$ cat config.mk
export PLATFORM = sky130hd
export DESIGN_NAME = cam_controller
export DESIGN_NICKNAME = d
export VERILOG_FILES = /design/src/rtl/cam_controller.sv
export SDC_FILE = /design/constraint.sdc
export NUM_CORES = 1
export LEC_CHECK = 0
export ABC_CLOCK_PERIOD_IN_PS = 6500
export CORE_MARGIN = 5
export CORE_UTILIZATION = 40
export DETAILED_ROUTE_END_ITERATION = 8
export PLACE_DENSITY_LB_ADDON = 0.05
export REMOVE_ABC_BUFFERS = 1
export SYNTH_ARGS = -nofsm -noshare
export SYNTH_HDL_FRONTEND = slang
export SYNTH_SLANG_ARGS = --single-unit
$ cat constraint.sdc
create_clock -name clk_i -period 6.5 [get_ports clk_i]
set_input_delay 1.625 -clock clk_i [delete_from_list [all_inputs] [get_ports clk_i]]
set_output_delay 1.625 -clock clk_i [all_outputs]
set_load 0.02 [all_outputs]
$ cat src/rtl/cam_controller.sv
// CAM sequencer/arbiter: round-robin grant, one op in flight, per-entry valid tracking, tagged response.
// Optional CAM_CTRL_STATS_EN adds saturating search/hit counters.
module cam_controller #(
  parameter int DATA_WIDTH  = 32,
  parameter int ADDR_WIDTH  = 5,
  parameter int DEPTH       = 1 << ADDR_WIDTH,
  parameter int NUM_REQ     = 2,
  parameter int ID_WIDTH    = $clog2(NUM_REQ),
  parameter int CAM_LATENCY = 1
) (
  input  logic                          clk_i,
  input  logic                          reset_i,
  input  logic [NUM_REQ-1:0]            req_valid_i,
  output logic [NUM_REQ-1:0]            req_ready_o,
  input  logic [NUM_REQ*2-1:0]          req_op_i,
  input  logic [NUM_REQ*ADDR_WIDTH-1:0] req_index_i,
  input  logic [NUM_REQ*DATA_WIDTH-1:0] req_data_i,
  output logic                          read_o,
  output logic                          write_o,
  output logic                          search_o,
  output logic [ADDR_WIDTH-1:0]         read_index_o,
  output logic [ADDR_WIDTH-1:0]         write_index_o,
  output logic [DATA_WIDTH-1:0]         write_data_o,
  output logic [DATA_WIDTH-1:0]         search_data_o,
  input  logic [DATA_WIDTH-1:0]         read_data_i,
  input  logic [DEPTH-1:0]              match_i,
  output logic                          resp_valid_o,
  input  logic                          resp_ready_i,
  output logic [ID_WIDTH-1:0]           resp_id_o,
  output logic                          resp_hit_o,
  output logic [ADDR_WIDTH-1:0]         resp_index_o,
  output logic [DATA_WIDTH-1:0]         resp_data_o
`ifdef CAM_CTRL_STATS_EN
  ,
  output logic [15:0]                   search_cnt_o,
  output logic [15:0]                   hit_cnt_o
`endif
);

  localparam logic [1:0] IDLE  = 2'd0;
  localparam logic [1:0] ISSUE = 2'd1;
  localparam logic [1:0] WAIT  = 2'd2;
  localparam logic [1:0] RESP  = 2'd3;

  localparam logic [1:0] OP_READ   = 2'b00;
  localparam logic [1:0] OP_WRITE  = 2'b01;
  localparam logic [1:0] OP_SEARCH = 2'b10;
  localparam logic [1:0] OP_INVAL  = 2'b11;

  localparam int CNT_W = (CAM_LATENCY > 1) ? $clog2(CAM_LATENCY) : 1;

  logic [1:0]            state;
  logic [ID_WIDTH-1:0]   rr_ptr;
  logic [ID_WIDTH-1:0]   grant;
  logic [ID_WIDTH-1:0]   cand;
  logic                  grant_valid;
  logic [ID_WIDTH-1:0]   cur_id;
  logic [1:0]            cur_op;
  logic [ADDR_WIDTH-1:0] cur_index;
  logic [DATA_WIDTH-1:0] cur_data;
  logic [DEPTH-1:0]      valid;
  logic                  pre_valid;
  logic [CNT_W-1:0]      wait_cnt;
  logic                  hit_q;
  logic [ADDR_WIDTH-1:0] index_q;
  logic [DATA_WIDTH-1:0] data_q;
  logic [DEPTH-1:0]      masked;
  logic                  search_hit;
  logic [ADDR_WIDTH-1:0] search_idx;
  logic                  found;

  always_comb begin
    grant       = '0;
    grant_valid = 1'b0;
    cand        = '0;
    for (int unsigned i = 0; i < NUM_REQ; i++) begin
      cand = ID_WIDTH'((32'(rr_ptr) + i) % NUM_REQ);
      if (!grant_valid && req_valid_i[cand]) begin
        grant       = cand;
        grant_valid = 1'b1;
      end
    end
  end

  // Only live entries may match; the lowest live match wins.
  always_comb begin
    masked     = match_i & valid;
    search_hit = |masked;
    search_idx = '0;
    found      = 1'b0;
    for (int unsigned i = 0; i < DEPTH; i++) begin
      if (masked[i] && !found) begin
        search_idx = ADDR_WIDTH'(i);
        found      = 1'b1;
      end
    end
  end

  always_ff @(posedge clk_i or posedge reset_i) begin
    if (reset_i) begin
      state     <= IDLE;
      rr_ptr    <= '0;
      cur_id    <= '0;
      cur_op    <= '0;
      cur_index <= '0;
      cur_data  <= '0;
      valid     <= '0;
      pre_valid <= 1'b0;
      wait_cnt  <= '0;
      hit_q     <= 1'b0;
      index_q   <= '0;
      data_q    <= '0;
    end else begin
      case (state)
        IDLE: begin
          if (grant_valid) begin
            cur_id    <= grant;
            cur_op    <= req_op_i[2*grant +: 2];
            cur_index <= req_index_i[ADDR_WIDTH*grant +: ADDR_WIDTH];
            cur_data  <= req_data_i[DATA_WIDTH*grant +: DATA_WIDTH];
            rr_ptr    <= (grant == ID_WIDTH'(NUM_REQ - 1)) ? '0 : grant + 1'b1;
            state     <= ISSUE;
          end
        end
        ISSUE: begin
          // Sample before the update so INVAL can report the prior state.
          pre_valid <= valid[cur_index];
          if (cur_op == OP_WRITE) valid[cur_index] <= 1'b1;
          if (cur_op == OP_INVAL) valid[cur_index] <= 1'b0;
          wait_cnt <= '0;
          state    <= WAIT;
        end
        WAIT: begin
          if (wait_cnt == CNT_W'(CAM_LATENCY - 1)) begin
            index_q <= cur_index;
            data_q  <= '0;
            case (cur_op)
              OP_READ: begin
                hit_q  <= pre_valid;
                data_q <= read_data_i;
              end
              OP_WRITE: hit_q <= 1'b1;
              OP_SEARCH: begin
                hit_q   <= search_hit;
                index_q <= search_idx;
              end
              default: hit_q <= pre_valid;
            endcase
            state <= RESP;
          end else begin
            wait_cnt <= wait_cnt + 1'b1;
          end
        end
        default: begin
          if (resp_ready_i) state <= IDLE;
        end
      endcase
    end
  end

`ifdef CAM_CTRL_STATS_EN
  always_ff @(posedge clk_i or posedge reset_i) begin
    if (reset_i) begin
      search_cnt_o <= '0;
      hit_cnt_o    <= '0;
    end else if (state == RESP && resp_ready_i && cur_op == OP_SEARCH) begin
      if (search_cnt_o != 16'hFFFF) search_cnt_o <= search_cnt_o + 16'd1;
      if (hit_q && hit_cnt_o != 16'hFFFF) hit_cnt_o <= hit_cnt_o + 16'd1;
    end
  end
`endif

  assign req_ready_o = (state == IDLE && grant_valid && !reset_i) ?
                       (NUM_REQ'(1) << grant) : '0;

  assign read_o        = (state == ISSUE) && (cur_op == OP_READ);
  assign write_o       = (state == ISSUE) && (cur_op == OP_WRITE);
  assign search_o      = (state == ISSUE) && (cur_op == OP_SEARCH);
  assign read_index_o  = read_o   ? cur_index : '0;
  assign write_index_o = write_o  ? cur_index : '0;
  assign write_data_o  = write_o  ? cur_data  : '0;
  assign search_data_o = search_o ? cur_data  : '0;

  assign resp_valid_o = (state == RESP);
  assign resp_id_o    = resp_valid_o ? cur_id  : '0;
  assign resp_hit_o   = resp_valid_o ? hit_q   : 1'b0;
  assign resp_index_o = resp_valid_o ? index_q : '0;
  assign resp_data_o  = resp_valid_o ? data_q  : '0;

endmodule
==> metrics.yaml <==
cpMostUsedCell: "clkdlybuf4s50_1"
synth.distinct_cells: 52
rsz0062_at_grt: "no"
cp_slowest_stage_delay_ns: 0.64
cts_tree: "done"
critPathKind: "in2out"
fp.dieW_um: 137.4
cts.repair.resized: 0
switchingPower_uw: 1609
synth_async_sr_flop_share: 1.000
drt_iter0_markers: 568
postCtsSetupRepairBufs: 0
crit_path_end_kind: "output pin"
hold_slack_ns: 0.4714
grt_pass1_vias: 6722
critPathMaxFanout: 34
postCtsHoldBufs: 0
finalSetupViolCount: 0
crit_chain: "clkdlybuf4s50_1 -> inv_4 -> and2_1 -> clkdlybuf4s50_1"
setup_tns_ns: 0
io_pins: 266
required_ns: 4.88
combPwrFrac: 0.420
start_kind: "input port"
yosys.area_share.simple: 0.1954
synth_top_area_share: 0.4394
p_leak_uw: 0.004567
maxSlewViolCount: 0
drv_cap: 0
synthCells: 705
clock_skew_ns: 0.009775
crit_family: "buffers and inverters"
viasPerCell: 5.537
power_density_nw_per_um2: 411.7
vias: 6495
pwr-share-clk: 0.255
synth_compound_area_frac: 0.2320
first_pass_iters: 8
nets: 1100
yosysTopAreaCell: "dfrtp_1"
h-tree-depth: 4
final_common_cell: "clkdlybuf4s50_1"
hold_violations: 0
ant_nets: 0
utilization: 0.6256
internal_power_uw: 2483
area_delta_synth_final_pct: 53.07
die_area_um2: 18880
ys_seq_area_frac: 0.4394
synth_area_um2: 6492
holdCritPathClass: "reg2reg"
status: "finished, final reports clean"
antenna_found_initial: 0
antennaDiodeCount: 0
wl_per_cell_um: 19.83
dp_slack_ns: 1.603
avgSynthCellArea_um2: 9.209
crit_path_top_delay_cell: "clkdlybuf4s50_1"
gp_congestion: 0.8821
fillers: 1333
yosysWarningCount: 0
clock_sinks: 114
relSlewSlack: 0.1384
synthFlopType: "dfrtp_1"
clock_path_buffers: 2
remaining_drc_errors: 0
synth_area_leaders: "dfrtp_1, and3_1, a222oi_1, a21oi_1, inv_1"
synth_edf_count: 0
worst_pin_slew_ns: 1.283
synth_mux_area_frac: 0.03546
synth_top_family_by_area: "compound AO/OA/AOI/OAI gates"
ys_ff_latch: 114
track_usage: 0.2496
grt_first_pass_wirelength_mm: 36.31
final_cell_mix: "clkdlybuf4s50_1, dfrtp_1, inv_1, and3_1, a21oi_1"
dp_hpwl_mm: 16.51
fin_crit_ns: 4.860
p_sw_frac: 0.3932
synth_adder_area_share: 0.01734
wirelength_mm: 23.27
clock_latency_ns: 0.42
core.rowCount: 46
total_power_uw: 4092
clockRootBuffer: "clkbuf_16"
clkTransAtPathRegs_ns: 0.05
vdd_ir_drop_max_v: 0.0001980
drive_above_1_share: 0.07732
synth-xor-area-share: 0
cts-buffers-inserted: 17
crit_buf_inv: 3
fmax_ghz: 0.2058
grt_max_degree: 84
fin_crit_sh: 0.7477
overflow: 0
worst-endpoint-arrival_ns: 3.23
seq_power_share: 0.325
die_h_um: 137.4
fp.coreArea_um2: 15890
start_util: 0.4087
postLayoutSetupSlackWorst_ns: 1.640
port_buffers: 265
[cell families (layout without fill, tap and decap cells)]
| group | after synthesis | after routing |
|---|---|---|
| AND/OR/NAND/NOR | 227 | 227 |
| AO/OA/AOI/OAI | 208 | 208 |
| buffers and inverters | 135 | 387 |
| flip-flops | 114 | 114 |
| multiplexers | 12 | 12 |
| adder cells (fa/ha/maj) | 9 | 9 |
[state kept, by name (all words and copies together), names as in the netlist, named ones only]
register,cells
cur_data,32
cur_id,1
state,2
cur_op,2
pre_valid,1
hit_q,1
rr_ptr,1
index_q,5
valid,31
cur_index,5
data_q,32
[per-stage QoR]
step | std cells | cell area (um^2)
after floorplan | 653 | 6282
after global routing | 1173 | 9938
final | 1173 | 9938
after global placement | 1141 | 9281
after detailed placement | 1141 | 9281
after CTS | 1173 | 9938
[final timing paths]
check	endpoint	startpoint	cells past startpoint	slack [ns]
max	req_ready_o[1]	reset_i	4	1.64
min	cur_id	cur_id	1	0.47
max reg2reg	valid[28]	state[1]	6	3.29
min reg2reg	cur_id	cur_id	1	0.47
max in group asynchronous	valid[2]	reset_i	3	3.54
min in group asynchronous	cur_data[21]	reset_i	2	1.56
[cell type report]
type / instances / area [um^2] / share of cell area
Clock buffer: 20 / 446.7 / 0.04495
Clock inverter: 12 / 210.2 / 0.02115
Inverter: 83 / 314.1 / 0.03160
Multi-Input combinational cell: 456 / 3139 / 0.3159
Sequential cell: 114 / 2853 / 0.2870
Tap cell: 216 / 270.3 / 0.02719
Timing Repair Buffer: 272 / 2705 / 0.2722
[power groups by stage]
| stage | sequential, uW | clock [uW] | combinational (uW) |
|---|---|---|---|
| 2_1_floorplan | 1210 | 0 | 1100 |
| 3_3_place_gp | 1310 | 0 | 1690 |
| 3_5_place_dp | 1320 | 0 | 1720 |
| 4_1_cts | 1320 | 1060 | 1720 |
| 5_1_grt | 1380 | 1100 | 1910 |
| 6_report | 1330 | 1040 | 1720 |
[synthesized netlist by cell type, types with 6 or more instances]
library cell  instances
dfrtp_1             114
inv_1                83
and3_1               76
a21oi_1              71
nand2_1              63
and2_1               47
clkbuf_1             43
o21ai_0              43
a222oi_1             41
nor2_1               14
a22oi_2              11
ha_1                  9
mux4_2                7
buf_2                 6
nand4_1               6
[routing by layer]
metal | GRT usage | part of all wire | wire, um
met5 | 0 | 0 | 0
met4 | 0.09035 | 0.021 | 478
met3 | 0.08400 | 0.096 | 2235
met2 | 0.3978 | 0.48 | 11170
met1 | 0.3160 | 0.40 | 9383
No activity file was read; power rests on OpenSTA's default activity.
